### config.mk
export PLATFORM = sky130hd
export DESIGN_NAME = load_store_unit_flat
export DESIGN_NICKNAME = d
export VERILOG_FILES = /design/src/rtl/lsu_pkg.sv /design/src/rtl/lsu_if.sv /design/src/rtl/lsu_align.sv /design/src/rtl/load_store_unit.sv /design/src/flat_wrapper.sv
export SDC_FILE = /design/constraint.sdc
export NUM_CORES = 1
export LEC_CHECK = 0
export CORE_MARGIN = 8
export CORE_UTILIZATION = 29
export CTS_BUF_LIST = sky130_fd_sc_hd__clkbuf_8
export CTS_CLUSTER_SIZE = 40
export DETAILED_ROUTE_END_ITERATION = 8
export SLEW_MARGIN = 25
export SYNTH_ARGS = -nofsm -noshare
export SYNTH_HDL_FRONTEND = slang
export SYNTH_SLANG_ARGS = --single-unit
### constraint.sdc
create_clock -name clk -period 3.17 [get_ports clk]
set_input_delay 0.951 -clock clk [delete_from_list [all_inputs] [get_ports clk]]
set_output_delay 0.951 -clock clk [all_outputs]
set_load 0.01 [all_outputs]
### src/rtl/lsu_pkg.sv
// Shared state type, func3 size codes and lane helpers for the load/store unit.
package lsu_pkg;

    typedef enum logic [1:0] {
        IDLE     = 2'd0,
        REQ      = 2'd1,
        WAIT_RSP = 2'd2,
        DONE     = 2'd3
    } lsu_state_e;

    localparam logic [2:0] F3_B  = 3'b000;
    localparam logic [2:0] F3_H  = 3'b001;
    localparam logic [2:0] F3_W  = 3'b010;
    localparam logic [2:0] F3_BU = 3'b100;
    localparam logic [2:0] F3_HU = 3'b101;

    // Halfwords drop b[0]; any non-byte, non-half store code is a full word.
    function automatic logic [3:0] wstrb_for(input logic [2:0] func3, input logic [1:0] b);
        logic [3:0] strb;
        case (func3)
            F3_B:    strb = 4'b0001 << b;
            F3_H:    strb = b[1] ? 4'b1100 : 4'b0011;
            F3_W:    strb = 4'b1111;
            default: strb = 4'b1111;
        endcase
        return strb;
    endfunction

    function automatic logic is_misaligned(input logic is_store, input logic [2:0] func3,
                                           input logic [1:0] b);
        logic half;
        logic word;
        if (is_store) begin
            half = (func3 == F3_H);
            word = !half && (func3 != F3_B);
        end else begin
            half = (func3 == F3_H) || (func3 == F3_HU);
            word = !half && (func3 != F3_B) && (func3 != F3_BU);
        end
        return (half && b[0]) || (word && (b != 2'b00));
    endfunction

endpackage

### src/rtl/lsu_if.sv
// Data-memory bus between the load/store unit (master) and memory (slave).
// Handshake: a request transfers on a clock edge where req_valid && req_ready; the master
// holds all req_* fields stable while req_valid is high and not yet accepted. Read data
// arrives later with rsp_valid (no back-pressure). rsp_err qualifies rsp_valid for reads
// and req_ready for writes.
interface lsu_if #(
    parameter int ADDR_W = 32,
    parameter int DATA_W = 32
);
    logic              req_valid;
    logic              req_ready;
    logic              req_we;
    logic [ADDR_W-1:0] req_addr;
    logic [3:0]        req_wstrb;
    logic [DATA_W-1:0] req_wdata;
    logic              rsp_valid;
    logic [DATA_W-1:0] rsp_rdata;
    logic              rsp_err;

    modport master (
        output req_valid, req_we, req_addr, req_wstrb, req_wdata,
        input  req_ready, rsp_valid, rsp_rdata, rsp_err
    );

    modport slave (
        input  req_valid, req_we, req_addr, req_wstrb, req_wdata,
        output req_ready, rsp_valid, rsp_rdata, rsp_err
    );
endinterface

### src/rtl/lsu_align.sv
// Combinational lane logic: store strobe/data replication and load extract/extend.
module lsu_align
    import lsu_pkg::*;
(
    input  logic [2:0]  func3,
    input  logic [1:0]  b,
    input  logic [31:0] store_data,
    input  logic [31:0] rdata,
    output logic [3:0]  wstrb,
    output logic [31:0] wdata,
    output logic [31:0] load_data
);
    logic [7:0]  byte_sel;
    logic [15:0] half_sel;

    always_comb begin
        wstrb = wstrb_for(func3, b);
        case (func3)
            F3_B:    wdata = {4{store_data[7:0]}};
            F3_H:    wdata = {2{store_data[15:0]}};
            F3_W:    wdata = store_data;
            default: wdata = store_data;
        endcase

        byte_sel = rdata[{b, 3'b000} +: 8];
        half_sel = b[1] ? rdata[31:16] : rdata[15:0];
        case (func3)
            F3_B:    load_data = {{24{byte_sel[7]}}, byte_sel};
            F3_H:    load_data = {{16{half_sel[15]}}, half_sel};
            F3_BU:   load_data = {24'h0, byte_sel};
            F3_HU:   load_data = {16'h0, half_sel};
            default: load_data = rdata;
        endcase
    end
endmodule

### src/rtl/load_store_unit.sv
// Load/store unit: issues one bus access per decoded load/store and stalls the core until it retires.
// Define LSU_MISALIGN_TRAP_EN to trap misaligned halfword/word accesses instead of force-aligning them.
module load_store_unit
    import lsu_pkg::*;
#(
    parameter int ADDR_W = 32,
    parameter int DATA_W = 32
) (
    input  logic              clk,
    input  logic              rst_n,
    input  logic              mem_read,
    input  logic              mem_write,
    input  logic [2:0]        func3,
    input  logic [ADDR_W-1:0] addr,
    input  logic [DATA_W-1:0] store_data,
    output logic              stall,
    output logic [DATA_W-1:0] load_data,
    output logic              access_err,
    output logic [1:0]        state_dbg,
    lsu_if.master             bus
);
    lsu_state_e        state_q, state_d;
    logic [2:0]        f3_q;
    logic [1:0]        b_q;
    logic              we_q;
    logic              err_q;
    logic [ADDR_W-1:0] addr_q;
    logic [3:0]        wstrb_q;
    logic [DATA_W-1:0] wdata_q;

    logic              req_any;
    logic              trap;
    logic [2:0]        f3_sel;
    logic [1:0]        b_sel;
    logic [3:0]        lane_wstrb;
    logic [DATA_W-1:0] lane_wdata;
    logic [DATA_W-1:0] load_fmt;

    assign req_any = mem_read | mem_write;

`ifdef LSU_MISALIGN_TRAP_EN
    assign trap = req_any & is_misaligned(mem_write, func3, addr[1:0]);
`else
    assign trap = 1'b0;
`endif

    // One aligner serves both directions: live decode in IDLE, latched access afterwards.
    assign f3_sel = (state_q == IDLE) ? func3 : f3_q;
    assign b_sel  = (state_q == IDLE) ? addr[1:0] : b_q;

    lsu_align u_align (
        .func3      (f3_sel),
        .b          (b_sel),
        .store_data (store_data),
        .rdata      (bus.rsp_rdata),
        .wstrb      (lane_wstrb),
        .wdata      (lane_wdata),
        .load_data  (load_fmt)
    );

    always_comb begin
        state_d = state_q;
        case (state_q)
            IDLE:     if (trap) state_d = DONE;
                      else if (req_any) state_d = REQ;
            REQ:      if (bus.req_ready) state_d = we_q ? DONE : WAIT_RSP;
            WAIT_RSP: if (bus.rsp_valid) state_d = DONE;
            DONE:     state_d = IDLE;
            default:  state_d = IDLE;
        endcase
    end

    always_ff @(posedge clk or negedge rst_n) begin
        if (!rst_n) begin
            state_q   <= IDLE;
            f3_q      <= '0;
            b_q       <= '0;
            we_q      <= 1'b0;
            err_q     <= 1'b0;
            addr_q    <= '0;
            wstrb_q   <= '0;
            wdata_q   <= '0;
            load_data <= '0;
        end else begin
            state_q <= state_d;
            case (state_q)
                IDLE: if (req_any) begin
                    f3_q    <= func3;
                    b_q     <= addr[1:0];
                    we_q    <= mem_write;
                    err_q   <= trap;
                    addr_q  <= {addr[ADDR_W-1:2], 2'b00};
                    wstrb_q <= lane_wstrb;
                    wdata_q <= lane_wdata;
                end
                REQ: if (bus.req_ready && we_q) err_q <= bus.rsp_err;
                WAIT_RSP: if (bus.rsp_valid) begin
                    load_data <= load_fmt;
                    err_q     <= bus.rsp_err;
                end
                default: ;
            endcase
        end
    end

    // DONE is the retire cycle, so stall is low there even if the decoder still shows the access.
    always_comb begin
        stall = 1'b0;
        case (state_q)
            IDLE:          stall = req_any & rst_n;
            REQ, WAIT_RSP: stall = 1'b1;
            default:       stall = 1'b0;
        endcase
    end

    assign access_err    = (state_q == DONE) & err_q;
    assign state_dbg     = state_q;
    assign bus.req_valid = (state_q == REQ);
    assign bus.req_we    = we_q;
    assign bus.req_addr  = addr_q;
    assign bus.req_wstrb = wstrb_q;
    assign bus.req_wdata = wdata_q;
endmodule

### src/flat_wrapper.sv
// flat-port wrapper written by rule: the top's interface ports become plain ports
module load_store_unit_flat import lsu_pkg::*;
#(
    parameter int ADDR_W = 32,
    parameter int DATA_W = 32
)
  (clk, rst_n, mem_read, mem_write, func3, addr, store_data, stall, load_data, access_err, state_dbg, bus_req_valid, bus_req_we, bus_req_addr, bus_req_wstrb, bus_req_wdata, bus_req_ready, bus_rsp_valid, bus_rsp_rdata, bus_rsp_err);
  lsu_if #(.ADDR_W(ADDR_W), .DATA_W(DATA_W)) bus_i ();
  input  logic clk;
  input  logic rst_n;
  input  logic mem_read;
  input  logic mem_write;
  input  logic [2:0] func3;
  input  logic [ADDR_W-1:0] addr;
  input  logic [DATA_W-1:0] store_data;
  output logic stall;
  output logic [DATA_W-1:0] load_data;
  output logic access_err;
  output logic [1:0] state_dbg;
  output wire logic [$bits(bus_i.req_valid)-1:0] bus_req_valid;
  output wire logic [$bits(bus_i.req_we)-1:0] bus_req_we;
  output wire logic [$bits(bus_i.req_addr)-1:0] bus_req_addr;
  output wire logic [$bits(bus_i.req_wstrb)-1:0] bus_req_wstrb;
  output wire logic [$bits(bus_i.req_wdata)-1:0] bus_req_wdata;
  input wire logic [$bits(bus_i.req_ready)-1:0] bus_req_ready;
  input wire logic [$bits(bus_i.rsp_valid)-1:0] bus_rsp_valid;
  input wire logic [$bits(bus_i.rsp_rdata)-1:0] bus_rsp_rdata;
  input wire logic [$bits(bus_i.rsp_err)-1:0] bus_rsp_err;
  assign bus_req_valid = bus_i.req_valid;
  assign bus_req_we = bus_i.req_we;
  assign bus_req_addr = bus_i.req_addr;
  assign bus_req_wstrb = bus_i.req_wstrb;
  assign bus_req_wdata = bus_i.req_wdata;
  assign bus_i.req_ready = bus_req_ready;
  assign bus_i.rsp_valid = bus_rsp_valid;
  assign bus_i.rsp_rdata = bus_rsp_rdata;
  assign bus_i.rsp_err = bus_rsp_err;
  load_store_unit #(.ADDR_W(ADDR_W), .DATA_W(DATA_W)) u_core (.clk(clk), .rst_n(rst_n), .mem_read(mem_read), .mem_write(mem_write), .func3(func3), .addr(addr), .store_data(store_data), .stall(stall), .load_data(load_data), .access_err(access_err), .state_dbg(state_dbg), .bus(bus_i));
endmodule
==> results by stage, run 1 <==
Route:
- The post-detailed-route DRC marker count is 0.
- The residual antenna-violating net count after detailed routing is 0.
- In the detailed route, the total length drawn on met2 is 8.29 mm.
- The per-cell routed wire length is 18.1 um.
- The first routing iteration left 218 violations.
- The total wirelength of the detailed-routed design is 17.9 mm.
- After detailed routing, the wire length on met1 is 7.40 mm.
- Using the TritonRoute via totals, the vias-per-cell ratio works out to 4.81.
- After detailed routing, the met3 layer carries 2.01 mm of wire.
- The first detailed-routing pass took 4 iterations.
- The highest layer touched by signal routing is met5.
- For this block, the via count after detailed routing is 4,753.

Power:
- The leakage component of the power is 3.44 nW.
- The power density normalized to cell area is 978 mW/mm^2.
- Across the VDD grid, the largest voltage drop is 402 uV.

Yosys:
- The share of the synthesized area in the top cell type is 0.512.
- The flop and latch count out of synthesis is 107.
- The async set or reset register ratio after synthesis is 1.00.
- In this run, distinct cell masters in the synthesized netlist total 49.
- The mean cell area of the mapped netlist is 9.46 sq um.
- By area the synthesized netlist is led by dfrtp_1, nand2_1, mux2i_1.
- The synthesized design spends more area on one cell type than any other, namely dfrtp_1.
- The sequential share of the synthesized area is 0.512.
- The leading register cell type out of synthesis is dfrtp_1.
- The commonest cells after synthesis are nand2_1, dfrtp_1, o21ai_0.
- The synthesized instance count is 553.
- The Yosys step of the flow raised 0 warnings.
- The cell area after technology mapping is 0.00523 sq mm.
- The most instantiated library cell after synthesis is nand2_1.
- The count of flip-flops with a built-in enable after synthesis is 0.

Timing:
- The total count of max-transition violations in the final report came to 0.
- The final critical delay including setup and external delays is 3.05 ns.
- Setup repair after global routing left no endpoint under its margin.
- Headroom to the max-slew limit came out at 0.468.
- Clock skew on the completed layout was measured at 0.0157 ns.
- The number of hold violations in the final report came to 0.
- The period utilization is 0.961.
- Setup slack closes at 0.125 ns.
- Derived from the worst setup path, the maximum achievable clock frequency is 0.328 GHz.
- Setup violations remaining at the end of the flow were counted as 0.
- For the pin with the worst max-slew slack, the measured transition is 0.798 ns.

Floorplanning:
- The effective utilization at floorplan is 0.293.
- The total area inside the core boundary comes to 0.0178 sq mm.
- Row generation in the floorplan step produced 49 rows.
- The die boundary width is 150 um.
- The total die area is 0.0226 sq mm.
- The boundary pin count is 212.
- In this run the vertical extent of the chip is 150 um.

Layout:
- The final layout contains 864 nets.
- The relative area change from synthesis to final layout is 49.2%.
- The layout cell share with drive strength beyond 1 is 0.103.
- Excluding fillers, the count of instances in the completed layout stands at 988.

Worst setup path:
- In this design, the stage delay of the slowest critical-path cell is 0.43 ns.
- The slowest stage of the critical path belongs to the cell clkdlybuf4s50_1.
- The critical path arrival is 2.09 ns.
- The critical path goes through clkdlybuf4s50_1, nor2_2, nor2b_4, a21oi_1, nor2_1, dlygate4sd2_1.
- The cell family contributing the most delay on the critical path is buffers and inverters.
- Along the worst path, the maximum fanout reaches 2.
- For the worst setup path, the data required time is 2.22 ns.
- Setup slack on the worst reg-to-reg path comes out at 0.55 ns.
- The worst setup path is captured at an output pin.
- The setup path with the least slack is of type input port to output pin.
- The buffering stage count on the worst path with inverters included is 2.
- The critical path startpoint category is an input port.

GRT:
- The global-route congestion overflow total is 0.
- The first global-routing pass estimated 27.7 mm of wire.
- Entering global routing, the biggest net connects 95 pins.
- The number of global-route vias before repair came to 4,976.
- The total global routing track utilization is 0.158.
- The number of antenna violations at the first check in global routing is 1.

Placed design:
- Port buffering added 209 buffers.
- Including well taps, the total number of placed cells is 971.
- Routability-driven placement finished with a final weighted congestion of 0.802.
- The placement-stage worst setup slack is -0.127 ns.
- The post-DP HPWL is 13.6 mm.

Clocking:
- Clock-pin slew was measured on the worst setup and hold paths at 0.09 ns.
- At the later pin of the worst-skew pair, clock insertion delay measures 0.39 ns.
- Buffers added to address setup during post-CTS repair amount to 0.
- The number of CTS-inserted buffers is 9.
- The root buffer selected by CTS is clkbuf_8.
- The TritonCTS clock tree is built.
- The H-tree generated during clock tree synthesis spans 3 levels.
- Counting along the longest clock path gives a buffer depth of 2.
- The clock net in this run drives a total of 107 sinks.

Run:
- The count of maximum capacitance violations is 0.

Min path:
- The worst min-delay path category is flip-flop to flip-flop.

Outcome:
- The run finished with clean final reports.
report_power, final:
part	internal, mW	leakage (nW)	total, mW	switching (mW)
clock network	0.394	0.0995	0.909	0.514
registers	2.03	1.29	2.44	0.411
logic	2.15	2.05	4.28	2.13
sequential cells by signal, indices dropped and copies added, names as in the netlist:
signal / count
u_core.f3_q: 3
u_core.b_q: 2
u_core.bus.req_addr: 30
u_core.state_dbg: 2
u_core.err_q: 1
u_core.bus.req_wdata: 32
u_core.load_data: 32
u_core.bus.req_wstrb: 4
u_core.bus.req_we: 1
through the flow:
step | total power [mW] | util | hold slack [ns] | TNS (ns) | instance area (sq um)
final | 7.63 | 0.437 | 0.483 | 0 | 7800
after global placement | 6.72 | 0.425 | 0.457 | -0.117 | 7590
after floorplan | 4.69 | - | 0.467 | 0 | 5230
after CTS | 7.75 | 0.437 | 0.489 | 0 | 7800
after global routing | 8.24 | 0.437 | 0.516 | 0 | 7800
after detailed placement | 6.82 | 0.425 | 0.464 | -0.127 | 7590
final cells by class:
class | instances | area, sq um
flip-flops and latches | 107 | 2680
diodes | 1 | 2.50
clock buffers | 10 | 138
repair buffers | 223 | 2220
inverters | 7 | 26.3
fillers | 1709 | 10000
clock inverters | 6 | 71.3
well taps | 229 | 287
multi-input cells | 405 | 2380
layout by cell type, fill, tap and decap left out, drive strengths merged, types with 3 or more instances in the layout:
cell type      synthesis  final
a21o                   3      3
inv                    7      9
clkbuf                18     10
o221a                  6      6
nor3b                  3      3
ha                     5      5
mux2                  20     20
o31ai                  6      6
clkdlybuf4s50          0    207
or3                    9      9
nor4                   7      7
buf                   17     15
nor2                  24     24
a211oi                12     12
a21oi                 30     30
o21ai                 37     37
dfrtp                107    107
mux2i                 29     29
nand2                186    186
worst register-to-register path: stages, from the launching register on:
cell	delay, ns
dfrtp_1	0.50
inv_1	0.11
ha_1	0.23
buf_4	0.22
nor3_1	0.64
a2bb2oi_1	0.39
a221oi_4	0.13
buf_12	0.19
a21oi_1	0.14
timing repair:
item / in CTS / in global routing
gates resized for setup: 2 / 0
hold buffers: 0 / 0
setup endpoints to repair: 1 / 0
cells by family (layout without fill, tap and decap cells):
kind of cell | after synthesis | after routing | share of synthesized area
other | 1 | 3 | 0.000717
buffers and inverters | 42 | 246 | 0.0376
multiplexers | 50 | 50 | 0.106
AND/OR/NAND/NOR | 241 | 241 | 0.193
flip-flops | 107 | 107 | 0.512
adder cells (fa/ha/maj) | 5 | 5 | 0.0120
AO/OA/AOI/OAI | 107 | 107 | 0.139
per-layer routing:
metal	vias to the layer above	track usage
li1	2281	-
met5	-	0
met2	169	0.253
met1	2286	0.188
met4	2	0.0435
met3	15	0.0709
worst paths after layout:
check                                       start                  endpoint  depth (start not counted)
max reg2reg                   u_core.state_dbg[0]      u_core.load_data[30]                          8
max                                     mem_write                     stall                          6
max in group asynchronous                   rst_n      u_core.load_data[30]                          3
min                        u_core.bus.req_addr[4]    u_core.bus.req_addr[4]                          2
min in group asynchronous                   rst_n  u_core.bus.req_wdata[30]                          2
min reg2reg                u_core.bus.req_addr[4]    u_core.bus.req_addr[4]                          2
No activity file was read; power rests on OpenSTA's default activity.
==> inputs of run 2 (changes only) <==
PLACE_DENSITY = 0.63   (was unset)
RECOVER_POWER = 25   (was unset)
SYNTH_HIERARCHICAL = 1   (was unset)
==> results by stage, run 2 <==
Worst setup path:
- The reg2reg setup slack is 0.25 ns (was 0.55 ns).
- The reg-to-reg critical path startpoint is u_core/state_dbg[0] (was u_core.state_dbg[0]).
- The cell family with the largest share of critical-path delay is buffers and inverters (unchanged).
- The category of the worst setup path capture point was an output pin (unchanged).
- The path type of the worst setup path was input port to output pin (unchanged).
- The capture instance of the worst register-to-register path is u_core/load_data[28] (was u_core.load_data[30]).
- The largest stage delay on the critical path is 0.42 ns (was 0.43 ns).
- The cell repeated most along the worst path is nor2_1.
- List of cells traversed by the critical path: clkdlybuf4s50_1, nor2_1, inv_1, a31oi_1, nor2_1, dlygate4sd2_1 (was clkdlybuf4s50_1, nor2_2, nor2b_4, a21oi_1, nor2_1, dlygate4sd2_1).
- The worst-case reg-to-reg path depth is 9 (was 8).
- The cell with the largest stage delay on the worst path is clkdlybuf4s50_1 (unchanged).
- The data required time at the worst endpoint is 2.22 ns (about the same).
- The buffering stage count on the worst path with inverters included is 3 (was 2).
- The startpoint of the worst setup timing path is mem_write (unchanged).
- The number of logic stages on the critical path including buffering is 6 (unchanged).
- The critical path startpoint category is an input port (unchanged).
- The worst setup path endpoint is stall (unchanged).
- The largest fanout of any net on the critical path is 2 (unchanged).
- The critical path arrival is 2.07 ns (was 2.09 ns).

Timing:
- The total count of max-transition violations in the final report came to 0 (unchanged).
- The period utilization is 0.954 (was 0.961).
- The worst slew slack as a fraction of its limit is 0.325 (was 0.468).
- The final critical delay including setup and external delays was 3.02 ns (was 3.05 ns).
- The maximum clock frequency came to 0.331 GHz (was 0.328 GHz).
- The setup slack after layout came to 0.145 ns (was 0.125 ns).
- The worst setup skew after layout is 0.0115 ns (was 0.0157 ns).
- The actual slew at the worst max-slew pin is 1.01 ns (was 0.798 ns).
- The number of hold violations in the final report is 0 (unchanged).
- The final count of negative-setup-slack endpoints is 0 (unchanged).
- Setup repair after global routing missed its margin: no (unchanged).

Floorplanning:
- The die boundary width came to 150 um (about the same).
- The height of the die is 150 um (about the same).
- The effective utilization at floorplan was 0.293 (about the same).
- The boundary pin count was 212 (unchanged).
- The placement row count is 49 (unchanged).
- The area of the core is 0.0178 sq mm (unchanged).
- The total die area came to 0.0225 sq mm (was 0.0226 sq mm).

Outcome:
- Outcome: complete, no violations (unchanged).

Power:
- The proportion of power drawn by combinational gates was 0.588 (was 0.561).
- The maximum resistive drop on vdd is 489 uV (was 402 uV).
- The net load switching power is 2.88 mW (was 3.05 mW).
- The clock power share came to 0.104 (was 0.119).
- The switching part of the total power is 0.366 (was 0.401).
- The part of the total power dissipated in sequential elements is 0.308 (was 0.320).
- The power density normalized to cell area is 1010 mW/mm^2 (was 978 mW/mm^2).
- The leakage component of the power is 3.31 nW (was 3.44 nW).
- The total internal power came to 4.98 mW (was 4.57 mW).
- The overall power is 7.86 mW (was 7.63 mW).

Yosys:
- The cell area after technology mapping is 0.00522 sq mm (was 0.00523 sq mm).
- The count of flip-flops with a built-in enable after synthesis came to 0 (unchanged).
- The mean cell area of the mapped netlist is 12.5 sq um (was 9.46 sq um).
- The cell type contributing the most total cell area after synthesis is dfrtp_1 (unchanged).
- Post-synth top cells: mux2_2, dfrtp_1, nand2_1 (was nand2_1, dfrtp_1, o21ai_0).
- The post-synthesis cell type count was 35 (was 49).
- The flop and latch count out of synthesis is 107 (unchanged).
- Synth area leaders: dfrtp_1, mux2_2, nand2_1 (was dfrtp_1, nand2_1, mux2i_1).
- The count of synthesis-stage warnings from yosys came to 6 (was 0).
- The leading register cell type out of synthesis is dfrtp_1 (unchanged).
- The share of the synthesized area in the top cell type was 0.513 (was 0.512).
- The sequential share of the synthesized area is 0.513 (was 0.512).
- The most instantiated library cell after synthesis is mux2_2 (was nand2_1).
- The synthesized instance count is 418 (was 553).
- The async set or reset register ratio after synthesis is 1.00 (unchanged).

Layout:
- The net count reported at finish is 734 (was 864).
- The area used by sequential logic in the layout is 0.00268 sq mm (unchanged).
- The fill cell instance count of the final layout is 1,662 (was 1,709).
- The area used by multi-input combinational logic is 0.00231 sq mm (was 0.00238 sq mm).
- The post-route cell area came to 0.00775 sq mm (was 0.00780 sq mm).
- The post-layout instance count excluding filler cells is 857 (was 988).
- The relative area change from synthesis to final layout is 48.5% (was 49.2%).
- Commonest non-fill, non-tap cells in the layout: clkdlybuf4s50_1, mux2_2, dfrtp_1 (was clkdlybuf4s50_1, nand2_1, dfrtp_1).
- The layout cell share with drive strength beyond 1 was 0.273 (was 0.103).
- The leading cell type in the layout, fill and taps excluded is clkdlybuf4s50_1 (unchanged).

Clocking:
- The number of hold-repair buffers added at the cts stage came to 0 (unchanged).
- The clock transition at the register clock pins on the worst setup and hold paths after CTS is 0.10 ns (was 0.09 ns).
- The post-cts repair resize count is 1 (was 2).
- The root buffer selected by CTS was clkbuf_8 (unchanged).
- The number of CTS-inserted buffers is 9 (unchanged).
- The clock latency of the later-clocked register in the worst-skew pair is 0.38 ns (was 0.39 ns).
- The TritonCTS clock tree is built (unchanged).
- The total clock sinks is 107 (unchanged).
- The depth of the CTS H-tree came to 3 (unchanged).
- The maximum buffer depth of the clock tree is 2 (unchanged).
- The number of buffers added for setup after CTS is 0 (unchanged).

Min path:
- The source of the worst hold timing path is u_core/bus.req_wdata[11] (was u_core.bus.req_addr[4]).
- The worst min-delay path category was flip-flop to flip-flop (unchanged).
- The number of cells traversed by the worst hold path was 1 (was 2).

Route:
- The routed via count is 4,009 (was 4,753).
- The residual antenna-violating net count after detailed routing came to 0 (unchanged).
- The total iterations of the first detailed-routing run is 4 (unchanged).
- The per-cell routed wire length is 18.5 um (was 18.1 um).
- The DRC marker count from the first detailed-route iteration is 141 (was 218).
- The post-detailed-route DRC marker count is 0 (unchanged).
- The total wirelength of the detailed-routed design came to 15.9 mm (was 17.9 mm).
- The vias per cell is 4.68 (was 4.81).

GRT:
- The total global routing track utilization is 0.139 (was 0.158).
- The global-route congestion overflow total is 0 (unchanged).
- The number of antenna violations at the first check in global routing is 1 (unchanged).
- The global-route wire length before repair is 24.4 mm (was 27.7 mm).
- The maximum number of pins on one net before global-route repair is 73 (was 95).
- The number of global-route vias before repair is 4,456 (was 4,976).

Placed design:
- The placed standard-cell area was 0.00757 sq mm (was 0.00759 sq mm).
- The number of placed cells counting well taps is 840 (was 971).
- The placement-stage worst setup slack was -0.0818 ns (was -0.127 ns).
- The post-DP HPWL was 12.0 mm (was 13.6 mm).
- The final RePlAce weighted congestion is 0.766 (was 0.802).
- The number of input and output port buffers inserted is 209 (unchanged).

Run:
- The count of maximum capacitance violations is 0 (unchanged).
-- run 2: cell types whose count changed after synthesis, moves of 8 or more --
cell / before / now
a21oi_2: 11 / 0
a22oi_1: 0 / 8
o21ai_0: 37 / 9
a211oi_1: 12 / 1
mux2i_1: 28 / 8
nor2_1: 23 / 15
nand2_1: 186 / 43
a221o_1: 0 / 8
or3_1: 9 / 0
mux2_2: 17 / 131
-- run 2: cell type report --
class                   instances  share of cell area
inverters                      11             0.00533
flip-flops and latches        107               0.345
multi-input cells             265               0.298
clock inverters                 7             0.00791
well taps                     229              0.0370
clock buffers                   9              0.0160
repair buffers                228               0.290
diodes                          1            0.000323
-- run 2: worst reg2reg max path, delay by kind of cell, from the launching register on --
family	cells	cell delay, ns
multiplexers	3	1.12
adder cells (fa/ha/maj)	1	0.43
AO/OA/AOI/OAI	1	0.18
flip-flops	1	0.47
AND/OR/NAND/NOR	2	0.28
buffers and inverters	2	0.34
-- run 2: worst min path at each step --
| stage | end |
|---|---|
| 2_1_floorplan | u_core/b_q[0] |
| 3_3_place_gp | u_core/f3_q[1] |
| 3_5_place_dp | u_core/bus.req_addr[4] |
| 4_1_cts | u_core/bus.req_addr[4] |
| 5_1_grt | u_core/bus.req_wdata[11] |
| 6_report | u_core/bus.req_wdata[11] |
-- run 2: through the flow --
stage | hold slack [ns] | util | setup TNS (ns)
3_3_place_gp | 0.486 | 0.424 | -0.0590
5_1_grt | 0.540 | 0.435 | 0
6_report | 0.514 | 0.435 | 0
2_1_floorplan | 0.475 | - | 0
3_5_place_dp | 0.493 | 0.424 | -0.0818
4_1_cts | 0.519 | 0.435 | 0
-- run 2: logic make-up after synthesis --
group                    share of synthesized area
adder cells (fa/ha/maj)                     0.0144
buffers and inverters                       0.0479
flip-flops                                   0.513
AO/OA/AOI/OAI                               0.0705
multiplexers                                 0.302
other                                     0.000719
AND/OR/NAND/NOR                             0.0511
-- run 2: per-layer routing --
layer	vias up	global-route usage	share of wire
met5	-	0	0
met4	0	0.0515	0.014
met3	15	0.0559	0.10
met2	148	0.231	0.49
met1	1977	0.160	0.39
li1	1869	-	-
-- run 2: power groups by stage --
stage	Combinational (mW)	Sequential [mW]	Clock [mW]
after floorplan	2.24	2.69	0
after global placement	4.65	2.41	0
after detailed placement	4.71	2.44	0
after CTS	4.72	2.42	0.868
after global routing	5.01	2.51	0.915
final	4.63	2.42	0.819
